**src/rtl/bkram_sd_ctrl_pkg.sv**
```systemverilog
// Shared types and constants for the backup-RAM SD save/load sequencer.
// Sector geometry is fixed by the hps_io block-transfer port.
package bk_pkg;
   localparam int SECTOR_BYTES = 512;
   localparam int SECT_BITS    = $clog2(SECTOR_BYTES);

   typedef enum logic [1:0] {BK_IDLE, BK_REQ, BK_XFER} bk_state_e;
endpackage

```
**src/rtl/bkram_sd_ctrl_if.sv**
```systemverilog
// SD block-transfer handshake between the sequencer (master) and hps_io (slave).
interface bkram_sd_ctrl_if;
   logic [31:0] sd_lba;
   logic        sd_rd;
   logic        sd_wr;
   logic        sd_ack;

   modport master (output sd_lba, output sd_rd, output sd_wr, input sd_ack);
   modport slave  (input sd_lba, input sd_rd, input sd_wr, output sd_ack);
endinterface

```
**src/rtl/bkram_sd_ctrl_watchdog.sv**
```systemverilog
// Per-sector transfer watchdog: reloadable up-counter that flags expiry
// on the TIMEOUT-th running cycle.
module bk_watchdog #(
   parameter int unsigned TIMEOUT = 10_000_000
) (
   input  logic clk_sys,
   input  logic reset,
   input  logic load_i,
   input  logic run_i,
   output logic expired_o
);
   localparam int W = $clog2(TIMEOUT + 1);
   localparam logic [W-1:0] LAST = W'(TIMEOUT - 1);

   logic [W-1:0] cnt_q, cnt_d;

   assign expired_o = run_i && (cnt_q == LAST);

   always_comb begin
      cnt_d = cnt_q;
      if (load_i)
         cnt_d = '0;
      else if (run_i && !expired_o)
         cnt_d = cnt_q + 1'b1;
   end

   always_ff @(posedge clk_sys) begin
      if (reset)
         cnt_q <= '0;
      else
         cnt_q <= cnt_d;
   end
endmodule

```
**src/rtl/bkram_sd_ctrl.sv**
```systemverilog
// Backup-RAM save/load sequencer: moves NVRAM sectors over the hps_io SD port,
// tracks dirty state and aborts a transfer when sd_ack stalls.
module bkram_sd_ctrl
   import bk_pkg::*;
#(
   parameter int          SECT_W   = 6,
   parameter int unsigned TIMEOUT  = 24'd10_000_000,
   parameter bit          AUTOSAVE = 1'b1
) (
   input  logic        clk_sys,
   input  logic        reset,
   input  logic        downloading,
   input  logic        img_mounted,
   input  logic        img_readonly,
   input  logic [63:0] img_size,
   input  logic        load_req,
   input  logic        save_req,
   input  logic        osd_status,
   input  logic        nv_we,
   bkram_sd_ctrl_if.master sd,
   output logic        bk_ena,
   output logic        bk_loading,
   output logic        bk_busy,
   output logic        dirty,
   output logic        err
);
   bk_state_e         state_q, state_d;
   logic [SECT_W-1:0] lba_q, lba_d, last_q, last_d;
   logic              save_q, save_d;
   logic              rd_q, rd_d, wr_q, wr_d;
   logic              dirty_q, dirty_d, err_q, err_d, ena_q, ena_d;
   logic              old_ack_q, old_dl_q, old_load_q, old_save_q, old_osd_q;

   logic              ack_rise, ack_fall, dl_rise, dl_fall, load_rise, save_rise, osd_rise;
   logic              start_load, start_save, wd_load, wd_expired;
   logic [SECT_W:0]   n_load;
   logic [SECT_W-1:0] last_load;
   logic              round_up;

   assign ack_rise  = ~old_ack_q & sd.sd_ack;
   assign ack_fall  = old_ack_q & ~sd.sd_ack;
   assign dl_rise   = downloading & ~old_dl_q;
   assign dl_fall   = ~downloading & old_dl_q;
   assign load_rise = load_req & ~old_load_q;
   assign save_rise = save_req & ~old_save_q;
   assign osd_rise  = osd_status & ~old_osd_q;

   // Sector count rounds a partial tail sector up and saturates at the full NVRAM.
   assign round_up = |img_size[SECT_BITS-1:0];
   always_comb begin
      if (|img_size[63:SECT_BITS+SECT_W])
         n_load = {1'b1, {SECT_W{1'b0}}};
      else
         n_load = {1'b0, img_size[SECT_BITS+SECT_W-1:SECT_BITS]} + {{SECT_W{1'b0}}, round_up};
   end
   // n_load == 0 wraps to all ones, which is exactly the whole-NVRAM manual load.
   assign last_load = SECT_W'(n_load - 1'b1);

   assign start_load = ena_q & ((dl_fall & (n_load != '0)) | load_rise);
   assign start_save = ena_q & ~start_load & (save_rise | (osd_rise & dirty_q & AUTOSAVE));

   assign bk_busy    = (state_q != BK_IDLE);
   assign bk_loading = bk_busy & ~save_q;
   assign bk_ena     = ena_q;
   assign dirty      = dirty_q;
   assign err        = err_q;
   assign sd.sd_lba  = 32'(lba_q);
   assign sd.sd_rd   = rd_q;
   assign sd.sd_wr   = wr_q;

   always_comb begin
      state_d = state_q;
      lba_d   = lba_q;
      last_d  = last_q;
      save_d  = save_q;
      rd_d    = rd_q;
      wr_d    = wr_q;
      err_d   = err_q;
      wd_load = 1'b0;
      ena_d   = ena_q;
      dirty_d = dirty_q;

      if (dl_rise)
         ena_d = 1'b0;
      if (downloading & img_mounted & ~img_readonly)
         ena_d = 1'b1;

      if (nv_we && !bk_loading)
         dirty_d = 1'b1;

      case (state_q)
         BK_IDLE: begin
            if (start_load || start_save) begin
               state_d = BK_REQ;
               lba_d   = '0;
               save_d  = start_save;
               last_d  = start_save ? {SECT_W{1'b1}} : last_load;
               err_d   = 1'b0;
               rd_d    = start_load;
               wr_d    = start_save;
               wd_load = 1'b1;
               if (start_save)
                  dirty_d = 1'b0;
            end
         end
         BK_REQ: begin
            if (ack_rise) begin
               rd_d    = 1'b0;
               wr_d    = 1'b0;
               state_d = BK_XFER;
            end
         end
         BK_XFER: begin
            if (ack_fall) begin
               if (lba_q == last_q) begin
                  state_d = BK_IDLE;
                  if (!save_q)
                     dirty_d = 1'b0;
               end else begin
                  lba_d   = lba_q + 1'b1;
                  state_d = BK_REQ;
                  rd_d    = ~save_q;
                  wr_d    = save_q;
                  wd_load = 1'b1;
               end
            end
         end
         default: state_d = BK_IDLE;
      endcase

      // A stalled sector aborts the whole transfer; an unfinished save leaves data unsaved.
      if (wd_expired) begin
         state_d = BK_IDLE;
         rd_d    = 1'b0;
         wr_d    = 1'b0;
         err_d   = 1'b1;
         if (save_q)
            dirty_d = 1'b1;
      end
   end

   always_ff @(posedge clk_sys) begin
      if (reset) begin
         state_q    <= BK_IDLE;
         lba_q      <= '0;
         last_q     <= '0;
         save_q     <= 1'b0;
         rd_q       <= 1'b0;
         wr_q       <= 1'b0;
         dirty_q    <= 1'b0;
         err_q      <= 1'b0;
         ena_q      <= 1'b0;
         old_ack_q  <= sd.sd_ack;
         old_dl_q   <= downloading;
         old_load_q <= load_req;
         old_save_q <= save_req;
         old_osd_q  <= osd_status;
      end else begin
         state_q    <= state_d;
         lba_q      <= lba_d;
         last_q     <= last_d;
         save_q     <= save_d;
         rd_q       <= rd_d;
         wr_q       <= wr_d;
         dirty_q    <= dirty_d;
         err_q      <= err_d;
         ena_q      <= ena_d;
         old_ack_q  <= sd.sd_ack;
         old_dl_q   <= downloading;
         old_load_q <= load_req;
         old_save_q <= save_req;
         old_osd_q  <= osd_status;
      end
   end

   bk_watchdog #(.TIMEOUT(TIMEOUT)) u_watchdog (
      .clk_sys   (clk_sys),
      .reset     (reset),
      .load_i    (wd_load),
      .run_i     (bk_busy),
      .expired_o (wd_expired)
   );
endmodule

```
**src/flat_wrapper.sv**
```systemverilog
// flat-port wrapper written by rule: the top's interface ports become plain ports
module bkram_sd_ctrl_flat import bk_pkg::*;
#(
   parameter int          SECT_W   = 6,
   parameter int unsigned TIMEOUT  = 24'd10_000_000,
   parameter bit          AUTOSAVE = 1'b1
)
  (clk_sys, reset, downloading, img_mounted, img_readonly, img_size, load_req, save_req, osd_status, nv_we, bk_ena, bk_loading, bk_busy, dirty, err, sd_sd_lba, sd_sd_rd, sd_sd_wr, sd_sd_ack);
  bkram_sd_ctrl_if sd_i ();
  input  logic clk_sys;
  input  logic reset;
  input  logic downloading;
  input  logic img_mounted;
  input  logic img_readonly;
  input  logic [63:0] img_size;
  input  logic load_req;
  input  logic save_req;
  input  logic osd_status;
  input  logic nv_we;
  output logic bk_ena;
  output logic bk_loading;
  output logic bk_busy;
  output logic dirty;
  output logic err;
  output wire logic [$bits(sd_i.sd_lba)-1:0] sd_sd_lba;
  output wire logic [$bits(sd_i.sd_rd)-1:0] sd_sd_rd;
  output wire logic [$bits(sd_i.sd_wr)-1:0] sd_sd_wr;
  input wire logic [$bits(sd_i.sd_ack)-1:0] sd_sd_ack;
  assign sd_sd_lba = sd_i.sd_lba;
  assign sd_sd_rd = sd_i.sd_rd;
  assign sd_sd_wr = sd_i.sd_wr;
  assign sd_i.sd_ack = sd_sd_ack;
  bkram_sd_ctrl #(.SECT_W(SECT_W), .TIMEOUT(TIMEOUT), .AUTOSAVE(AUTOSAVE)) u_core (.clk_sys(clk_sys), .reset(reset), .downloading(downloading), .img_mounted(img_mounted), .img_readonly(img_readonly), .img_size(img_size), .load_req(load_req), .save_req(save_req), .osd_status(osd_status), .nv_we(nv_we), .sd(sd_i), .bk_ena(bk_ena), .bk_loading(bk_loading), .bk_busy(bk_busy), .dirty(dirty), .err(err));
endmodule
```
**config.mk**
```make
export PLATFORM = sky130hd
export DESIGN_NAME = bkram_sd_ctrl_flat
export DESIGN_NICKNAME = d
export VERILOG_FILES = /design/src/rtl/bkram_sd_ctrl_pkg.sv /design/src/rtl/bkram_sd_ctrl_if.sv /design/src/rtl/bkram_sd_ctrl_watchdog.sv /design/src/rtl/bkram_sd_ctrl.sv /design/src/flat_wrapper.sv
export SDC_FILE = /design/constraint.sdc
export NUM_CORES = 1
export LEC_CHECK = 0
export CAP_MARGIN = 20
export CORE_MARGIN = 1
export CORE_UTILIZATION = 40
export CTS_CLUSTER_DIAMETER = 100
export CTS_CLUSTER_SIZE = 14
export DETAILED_ROUTE_END_ITERATION = 6
export PLACE_DENSITY = 0.73
export SLEW_MARGIN = 20
export SYNTH_ARGS = -nofsm -noshare
export SYNTH_HDL_FRONTEND = slang
export SYNTH_SLANG_ARGS = --single-unit
export TNS_END_PERCENT = 50
```
**constraint.sdc**
```tcl
create_clock -name clk_sys -period 4.09 [get_ports clk_sys]
set_input_delay 0.818 -clock clk_sys [delete_from_list [all_inputs] [get_ports clk_sys]]
set_output_delay 0.818 -clock clk_sys [all_outputs]
set_load 0.02 [all_outputs]
```
==> impl_metrics.env, run 1 <==
export IMPL_status="finished, final reports clean"
export IMPL_crit_buf_inv=3
export IMPL_core_sq_mm=0.00741
export IMPL_portBuffers=86
export IMPL_route_detailed_drc=0
export IMPL_hp_start="u_core.sd.sd_wr$_SDFFE_PP0P_"
export IMPL_nets=550
export IMPL_cts_tree="done"
export IMPL_final_common_cell="clkdlybuf4s50_1"
export IMPL_cp_end_kind="flip-flop"
export IMPL_drtPass1Iterations=4
export IMPL_cts_buffer_depth=2
export IMPL_row_count=31
export IMPL_most_common_layout_cells="86 x clkdlybuf4s50_1, 49 x dfxtp_1, 33 x nand2_1"
export IMPL_cts_num_sinks=49
export IMPL_whs_path_depth=2
export IMPL_cp_start_kind="primary input"
export IMPL_maxSlewHeadroom=0.609
export IMPL_grt_first_pass_wirelength_mm=12.2
export IMPL_power_density_mw_per_mm2=304
export IMPL_rr_endpoint="u_core.u_watchdog.cnt_q[20]$_SDFFE_PP0P_"
export IMPL_cts_hold_buf=0
export IMPL_die_h_um=90.5
export IMPL_setup_viol=0
export IMPL_ys_seq_area_frac=0.313
export IMPL_timing_final_crit_share=0.903
export IMPL_synth_flop_cell="dfxtp_1"
export IMPL_place_hpwl_mm=5.77
export IMPL_worst_path_largest_cell_delay_ns=0.41
export IMPL_htree_levels=2
export IMPL_cts_resized_gates=0
export IMPL_num_vias=2834
export IMPL_fin_setup_tns_ns=0
export IMPL_critPathKind="in -> reg"
export IMPL_hold_viol_final=0
export IMPL_grt_overflow_total=0
export IMPL_postCtsSetupBuffers=0
export IMPL_vdd_drop_max_mv=0.159
export IMPL_syn_inst=379
export IMPL_timing_critical_path_mode_cell="ha_1"
export IMPL_max_cap_violations=0
export IMPL_rrSetupSlack_ns=1.40
export IMPL_die_x_um=90.5
export IMPL_path_clk_slew_ns=0.08
export IMPL_cp_cell_sequence="clkdlybuf4s50_1 -> nor4_1 -> nand3_1 -> ha_1 -> ha_1 -> nand2_1 -> ha_1 -> inv_1 -> a2111oi_4 -> nor2_1 -> a211oi_4 -> or3b_1 -> buf_12 -> a21oi_1"
export IMPL_regToRegStartpoint="u_core.state_q[0]$_SDFFE_PP0P_"
export IMPL_grt_start_max_net_pins=25
export IMPL_antenna_found_initial=0
export IMPL_r2r_cells=9
export IMPL_netlist_area_sq_mm=0.00313
export IMPL_maxSlewViolCount=0
export IMPL_ys_warn_count=0
export IMPL_rsz0062_at_grt="false"
export IMPL_grt_pass1_vias=2823
export IMPL_finalCriticalPeriod_ns=3.69
export IMPL_syn_area_per_cell_sq_um=8.27
export IMPL_drive_above_1_share=0.0899
export IMPL_die_area_sq_mm=0.00819
export IMPL_critPathTopFamily="simple AND/OR/NAND/NOR gates"
export IMPL_finalWirelength_mm=7.05
export IMPL_cp_arrival_ns=3.92
export IMPL_cts_root_buf="clkbuf_8"
export IMPL_drtIter0Drc=64
export IMPL_drtAntennaViolNets=0
export IMPL_wl_per_cell_um=12.5
export IMPL_io_pins=113
export IMPL_place_congestion=0.845
export IMPL_via_per_inst=5.01
export IMPL_ys_seq_elements=49
export IMPL_syn2layout_area_growth_pct=30.8
export IMPL_synth_edf_count=0
export IMPL_diodes=0
export IMPL_whs_ns=0.470
export IMPL_cts_inserted_buffers=5
export IMPL_worstHoldEndpoint="u_core.sd.sd_wr$_SDFFE_PP0P_"
export IMPL_grt_usage=0.181
export IMPL_hold_class="reg -> reg"
export IMPL_netlist_area_leader_share=0.313
export IMPL_required_ns=4.32
export IMPL_fmax_ghz=0.271
export IMPL_cp_slowest_cell="or3b_1"
export IMPL_synthTopCellsByArea="dfxtp_1 31%, buf_4 6.2%, xor2_1 5.3%"
export IMPL_worst_pin_slew_ns=0.582
export IMPL_p_leak_uw=0.00146
export IMPL_clk_latency_ns=0.29
export IMPL_start_util=0.423
export IMPL_async_flop_share=0
export IMPL_synth_cell_types=53
export IMPL_path_max_fanout=24
export IMPL_yosysTopAreaCell="dfxtp_1"
export IMPL_skew_ns=0.00536
[cell families (layout without fill, tap and decap cells)]
group           count (synthesis)  count (layout)  synth area share
buf+inv                        57             120             0.113
fa+ha+maj                       9               9            0.0359
mux                             4               4            0.0128
compound gates                 52              52             0.116
xor+xnor                       35              35            0.0978
other cells                     1              26           0.00120
flops                          49              49             0.313
simple gates                  172             172             0.310
[power by group]
group | switching [uW] | internal (uW) | total (uW)
registers | 18.5 | 500 | 518
clock network | 151 | 178 | 329
logic | 226 | 172 | 397
total | 396 | 849 | 1240
[per-stage QoR]
step | total power, uW | cell area (sq um) | std cells | worst slack [ns] | utilization
6_report | 1240 | 4100 | 566 | 0.397 | 0.553
5_1_grt | 1320 | 4100 | 566 | 0.142 | 0.553
4_1_cts | 1260 | 4100 | 566 | 0.391 | 0.553
3_5_place_dp | 925 | 4000 | 559 | 0.104 | 0.539
3_3_place_gp | 919 | 4000 | 559 | 0.133 | 0.539
2_1_floorplan | 797 | 3230 | 404 | 0.481 | -
[state kept, by name, summed over array words and instances, names as in the netlist, 2 cells and up]
signal / cells
u_core.state_q: 2
u_core.last_q: 6
u_core.u_watchdog.cnt_q: 24
u_core.lba_q: 6
[layer usage]
| metal | global-route usage | routed length, um | up-vias |
|---|---|---|---|
| li1 | - | - | 1433 |
| met1 | 0.201 | 2860 | 1293 |
| met2 | 0.338 | 3670 | 96 |
| met3 | 0.0328 | 367 | 12 |
| met4 | 0.0672 | 153 | 0 |
| met5 | 0 | 0 | - |
[layout make-up]
type	instances	area (sq um)
Sequential cell	49	981
Multi-Input combinational cell	298	1890
Inverter	21	78.8
Fill cell	708	3310
Timing Repair Buffer	92	918
Tap cell	99	124
Clock buffer	5	68.8
Clock inverter	2	35.0
[synth_stat cells (3+ instances only)]
cell	count
nor3_1	13
xnor2_1	16
and3_1	5
nand2_1	33
inv_1	21
nor2_1	28
nor2_2	8
o21ai_0	15
clkbuf_1	5
dfxtp_1	49
ha_1	9
nand3_1	24
a221oi_1	6
nor2_4	12
buf_4	26
nand4_1	10
or3_1	6
a21oi_1	13
nand3b_1	3
and2_1	3
mux2i_1	4
nor4_1	13
xor2_1	19
[worst reg2reg max path: stages (launching register included)]
cell,delay [ns]
dfxtp_1,0.39
inv_1,0.08
ha_1,0.32
inv_1,0.27
nand4_1,0.15
nor3_1,0.47
or3b_2,0.55
nor2_1,0.13
xnor2_1,0.18
nor2_4,0.04
[worst max-delay path by stage]
stage	endpoint	slack, ns	depth (start not counted)	from
after floorplan	u_core.u_watchdog.cnt_q[10]$_SDFFE_PP0P_	0.48	14	img_size[2]
after global placement	u_core.u_watchdog.cnt_q[5]$_SDFFE_PP0P_	0.13	14	img_size[2]
after detailed placement	u_core.u_watchdog.cnt_q[5]$_SDFFE_PP0P_	0.10	14	img_size[2]
after CTS	u_core.u_watchdog.cnt_q[5]$_SDFFE_PP0P_	0.39	14	img_size[2]
after global routing	u_core.u_watchdog.cnt_q[7]$_SDFFE_PP0P_	0.14	14	img_size[2]
final	u_core.u_watchdog.cnt_q[5]$_SDFFE_PP0P_	0.40	14	img_size[2]
(Power assumes the default switching activity.)
==> run 2: changes to the inputs <==
--- a/config.mk
+++ b/config.mk
@@ -7,11 +7,11 @@
 export LEC_CHECK = 0
 export CAP_MARGIN = 20
 export CORE_MARGIN = 1
-export CORE_UTILIZATION = 40
+export CORE_UTILIZATION = 45
 export CTS_CLUSTER_DIAMETER = 100
 export CTS_CLUSTER_SIZE = 14
 export DETAILED_ROUTE_END_ITERATION = 6
-export PLACE_DENSITY = 0.73
+export PLACE_DENSITY = 0.8
 export SLEW_MARGIN = 20
 export SYNTH_ARGS = -nofsm -noshare
 export SYNTH_HDL_FRONTEND = slang
==> impl_metrics.env, run 2 (synthesis gave the netlist of run 1 again) <==
export IMPL_status="finished, final reports clean"
export IMPL_maxSlewViolCount=0
export IMPL_p_leak_uw=0.00146
export IMPL_place_congestion=0.833
export IMPL_finalWirelength_mm=7.02
export IMPL_portBuffers=86
export IMPL_most_common_layout_cells="86 x clkdlybuf4s50_1, 49 x dfxtp_1, 33 x nand2_1"
export IMPL_regToRegStartpoint="u_core.state_q[0]$_SDFFE_PP0P_"
export IMPL_cp_start_kind="primary input"
export IMPL_skew_ns=0.0118
export IMPL_grt_first_pass_wirelength_mm=11.7
export IMPL_top_register="u_core.u_watchdog.cnt_q"
export IMPL_cp_end_kind="flip-flop"
export IMPL_rr_endpoint="u_core.u_watchdog.cnt_q[20]$_SDFFE_PP0P_"
export IMPL_r2r_cells=9
export IMPL_core_sq_mm=0.00676
export IMPL_required_ns=4.34
export IMPL_antenna_found_initial=0
export IMPL_rrSetupSlack_ns=1.47
export IMPL_cts_inserted_buffers=5
export IMPL_wl_per_cell_um=12.8
export IMPL_cts_hold_buf=0
export IMPL_cts_buffer_depth=2
export IMPL_route_detailed_drc=0
export IMPL_htree_levels=2
export IMPL_die_area_sq_mm=0.00730
export IMPL_nets=551
export IMPL_drtPass1Iterations=5
export IMPL_drtIter0Drc=80
export IMPL_grt_overflow_total=0
export IMPL_grt_pass1_vias=2734
export IMPL_timing_final_crit_share=0.896
export IMPL_largestRegisters="u_core.u_watchdog.cnt_q x24, u_core.last_q x6, u_core.lba_q x6"
export IMPL_postCtsSetupBuffers=0
export IMPL_row_count=30
export IMPL_drtAntennaViolNets=0
export IMPL_syn2layout_area_growth_pct=30.5
export IMPL_startpoint="img_size[2]"
export IMPL_hold_viol_final=0
export IMPL_critPathKind="in -> reg"
export IMPL_io_pins=113
export IMPL_crit_end="u_core.u_watchdog.cnt_q[5]$_SDFFE_PP0P_"
export IMPL_die_h_um=85.5
export IMPL_path_max_fanout=24
export IMPL_worst_pin_slew_ns=0.612
export IMPL_cts_tree="done"
export IMPL_vdd_drop_max_mv=0.160
export IMPL_hold_class="reg -> reg"
export IMPL_fin_setup_tns_ns=0
export IMPL_maxSlewHeadroom=0.588
export IMPL_setup_viol=0
export IMPL_num_vias=2869
export IMPL_cts_num_sinks=49
export IMPL_utilization=0.606
export IMPL_die_x_um=85.5
export IMPL_finalCriticalPeriod_ns=3.67
export IMPL_cp_arrival_ns=3.92
export IMPL_diodes=0
export IMPL_rsz0062_at_grt="false"
export IMPL_grt_usage=0.201
export IMPL_path_clk_slew_ns=0.10
export IMPL_drive_above_1_share=0.0938
export IMPL_max_cap_violations=0
export IMPL_power_density_mw_per_mm2=312
export IMPL_via_per_inst=5.23
export IMPL_grt_start_max_net_pins=25
export IMPL_cts_root_buf="clkbuf_8"
export IMPL_fmax_ghz=0.273
export IMPL_cts_resized_gates=0
export IMPL_clk_latency_ns=0.31
export IMPL_largest_register_ffs=24
export IMPL_place_hpwl_mm=5.66
export IMPL_final_common_cell="clkdlybuf4s50_1"
export IMPL_start_util=0.464
run 2: stage by stage:
step                      std cells  setup WS, ns  instance area (sq um)  power [uW]  hold slack (ns)
final                           549         0.425                   4090        1280            0.470
after global routing            549         0.195                   4090        1350            0.493
after CTS                       549         0.433                   4090        1290            0.475
after detailed placement        541         0.106                   3980         931            0.463
after global placement          541         0.174                   3980         924            0.458
after floorplan                 404         0.481                   3230         797            0.458
run 2: worst max-delay path, cell delays in order:
cell,delay [ns]
clkdlybuf4s50_1,0.40
nor4_1,0.26
nand3_1,0.11
ha_1,0.25
ha_1,0.33
nand2_1,0.08
ha_1,0.19
inv_1,0.09
a2111oi_4,0.34
nor2_1,0.13
a211oi_4,0.17
or3b_1,0.41
buf_12,0.21
a21oi_1,0.12
run 2: how the worst min path moves through the flow:
stage / startpoint / to / cells after the start
after floorplan: u_core.last_q[5]$_SDFFE_PP0N_ / u_core.last_q[5]$_SDFFE_PP0N_ / 2
after global placement: u_core.sd.sd_rd$_SDFFE_PP0P_ / u_core.sd.sd_rd$_SDFFE_PP0P_ / 2
after detailed placement: u_core.sd.sd_rd$_SDFFE_PP0P_ / u_core.sd.sd_rd$_SDFFE_PP0P_ / 2
after CTS: u_core.sd.sd_rd$_SDFFE_PP0P_ / u_core.sd.sd_rd$_SDFFE_PP0P_ / 2
after global routing: u_core.sd.sd_wr$_SDFFE_PP0P_ / u_core.sd.sd_wr$_SDFFE_PP0P_ / 2
final: u_core.sd.sd_rd$_SDFFE_PP0P_ / u_core.sd.sd_rd$_SDFFE_PP0P_ / 2
run 2: area by class of cell:
cell class              count  area (sq um)
repair buffers             93           926
flip-flops and latches     49           981
inverters                  21          78.8
fillers                   582          2670
clock buffers               5          68.8
multi-input cells         298          1890
well taps                  80           100
clock inverters             3          43.8
run 2: where the power goes:
part	switching (uW)	leakage, uW	internal, uW
clock network	171	0.0000585	183
logic	227	0.00101	177
registers	19.1	0.000398	500
run 2: routing by layer:
layer,GRT usage,wire [um],share of wire,up-vias
met4,0.0697,104,0.015,0
met3,0.0428,344,0.049,12
met1,0.214,2810,0.40,1312
li1,-,-,-,1444
met5,0,0,0,-
met2,0.386,3760,0.54,101
==> run 3: changes to the inputs <==
--- a/config.mk
+++ b/config.mk
@@ -6,7 +6,7 @@
 export NUM_CORES = 1
 export LEC_CHECK = 0
 export CAP_MARGIN = 20
-export CORE_MARGIN = 1
+export CORE_MARGIN = 3
 export CORE_UTILIZATION = 45
 export CTS_CLUSTER_DIAMETER = 100
 export CTS_CLUSTER_SIZE = 14
==> impl_metrics.env, run 3 (synthesis gave the netlist of run 1 again) <==
export IMPL_timing_final_crit_share=0.911
export IMPL_die_h_um=89.5
export IMPL_die_area_sq_mm=0.00800
export IMPL_cts_buffer_depth=2
export IMPL_setup_viol=0
export IMPL_cp_cell_sequence="clkdlybuf4s50_1 -> nor4_1 -> nand3_1 -> ha_1 -> ha_1 -> nand2_1 -> ha_1 -> inv_1 -> a2111oi_4 -> nor2_1 -> a211oi_4 -> or3b_1 -> buf_12 -> a21oi_1"
export IMPL_most_common_layout_cells="86 x clkdlybuf4s50_1, 49 x dfxtp_1, 33 x nand2_1"
export IMPL_whs_ns=0.473
export IMPL_diodes=0
export IMPL_drtAntennaViolNets=0
export IMPL_row_count=29
export IMPL_rsz0062_at_grt="false"
export IMPL_place_ws_ns=0.0507
export IMPL_clk_latency_ns=0.30
export IMPL_dp_cells=538
export IMPL_final_cell_area_sq_mm=0.00411
export IMPL_worst_pin_slew_ns=0.616
export IMPL_portBuffers=86
export IMPL_cts_tree="done"
export IMPL_syn2layout_area_growth_pct=31.1
export IMPL_rrSetupSlack_ns=1.40
export IMPL_grt_usage=0.191
export IMPL_startpoint="img_size[2]"
export IMPL_top_register="u_core.u_watchdog.cnt_q"
export IMPL_place_congestion=0.839
export IMPL_vdd_drop_max_mv=0.164
export IMPL_worst_path_largest_cell_delay_ns=0.41
export IMPL_grt_overflow_total=0
export IMPL_drive_above_1_share=0.0938
export IMPL_maxSlewHeadroom=0.586
export IMPL_finalCriticalPeriod_ns=3.73
export IMPL_r2r_cells=9
export IMPL_cp_start_kind="primary input"
export IMPL_power_density_mw_per_mm2=323
export IMPL_start_util=0.480
export IMPL_drtIter0Drc=88
export IMPL_cts_resized_gates=0
export IMPL_grt_pass1_vias=2880
export IMPL_path_clk_slew_ns=0.09
export IMPL_via_per_inst=5.28
export IMPL_max_cap_violations=0
export IMPL_hp_start="u_core.sd.sd_rd$_SDFFE_PP0P_"
export IMPL_route_detailed_drc=0
export IMPL_finalWirelength_mm=7.27
export IMPL_fmax_ghz=0.268
export IMPL_grt_first_pass_wirelength_mm=12.1
export IMPL_cp_end_kind="flip-flop"
export IMPL_largest_register_ffs=24
export IMPL_cts_root_buf="clkbuf_8"
export IMPL_critPathKind="in -> reg"
export IMPL_wl_per_cell_um=13.3
export IMPL_setup_slack_ns=0.363
export IMPL_cts_num_sinks=49
export IMPL_io_pins=113
export IMPL_nets=551
export IMPL_final_common_cell="clkdlybuf4s50_1"
export IMPL_maxSlewViolCount=0
export IMPL_largestRegisters="u_core.u_watchdog.cnt_q x24, u_core.last_q x6, u_core.lba_q x6"
export IMPL_grt_start_max_net_pins=25
export IMPL_path_max_fanout=24
export IMPL_die_x_um=89.5
export IMPL_cts_inserted_buffers=5
export IMPL_crit_end="u_core.u_watchdog.cnt_q[5]$_SDFFE_PP0P_"
export IMPL_regToRegStartpoint="u_core.state_q[0]$_SDFFE_PP0P_"
export IMPL_num_vias=2884
export IMPL_dpl_cell_area_sq_mm=0.00398
export IMPL_skew_ns=0.00462
export IMPL_fin_setup_tns_ns=0
export IMPL_core_sq_mm=0.00653
export IMPL_place_hpwl_mm=5.92
export IMPL_final_cells=546
export IMPL_rr_endpoint="u_core.u_watchdog.cnt_q[20]$_SDFFE_PP0P_"
export IMPL_p_leak_uw=0.00147
export IMPL_htree_levels=2
export IMPL_drtPass1Iterations=4
export IMPL_postCtsSetupBuffers=0
export IMPL_timing_critical_path_mode_cell="ha_1"
export IMPL_antenna_found_initial=0
export IMPL_hold_class="reg -> reg"
export IMPL_status="finished, final reports clean"
export IMPL_cp_slowest_cell="or3b_1"
export IMPL_hold_viol_final=0
export IMPL_cts_hold_buf=0
export IMPL_cp_arrival_ns=3.96
export IMPL_required_ns=4.33
run 3: layout make-up:
class / count / area [sq um]
well taps: 77 / 96.3
fillers: 582 / 2420
repair buffers: 93 / 926
flip-flops and latches: 49 / 981
clock inverters: 3 / 65.1
multi-input cells: 298 / 1890
inverters: 21 / 78.8
clock buffers: 5 / 68.8
run 3: per-layer routing:
metal | global-route usage | share of wire | routed length, um | vias up
met5 | 0 | 0 | 0 | -
met1 | 0.199 | 0.39 | 2850 | 1296
met2 | 0.356 | 0.51 | 3730 | 133
met3 | 0.0599 | 0.074 | 540 | 18
li1 | - | - | - | 1437
met4 | 0.0677 | 0.022 | 158 | 0
run 3: worst min-delay path by stage:
| stage | slack (ns) | cells past startpoint | endpoint |
|---|---|---|---|
| 6_report | 0.47 | 2 | u_core.sd.sd_rd$_SDFFE_PP0P_ |
| 5_1_grt | 0.51 | 2 | u_core.sd.sd_wr$_SDFFE_PP0P_ |
| 4_1_cts | 0.48 | 2 | u_core.sd.sd_rd$_SDFFE_PP0P_ |
| 3_5_place_dp | 0.46 | 2 | u_core.sd.sd_wr$_SDFFE_PP0P_ |
| 3_3_place_gp | 0.46 | 2 | u_core.sd.sd_wr$_SDFFE_PP0P_ |
| 2_1_floorplan | 0.46 | 2 | u_core.last_q[5]$_SDFFE_PP0N_ |
run 3: stage by stage:
stage / util / total power [uW]
floorplan: - / 797
global placement: 0.609 / 923
detailed placement: 0.609 / 932
CTS: 0.629 / 1340
global route: 0.629 / 1400
finish: 0.629 / 1330
run 3: where the power goes:
part | switching [uW] | internal [uW] | total [uW]
combinational | 228 | 177 | 406
sequential | 18.6 | 500 | 518
clock | 160 | 243 | 403
total | 407 | 920 | 1330
run 3: critical path: cells and delay by family:
kind / cells / cell delay [ns]
adders and majority gates: 3 / 0.75
and+or+nand+nor: 5 / 1.01
buffers and inverters: 3 / 0.72
AOI/OAI and AO/OA: 3 / 0.67
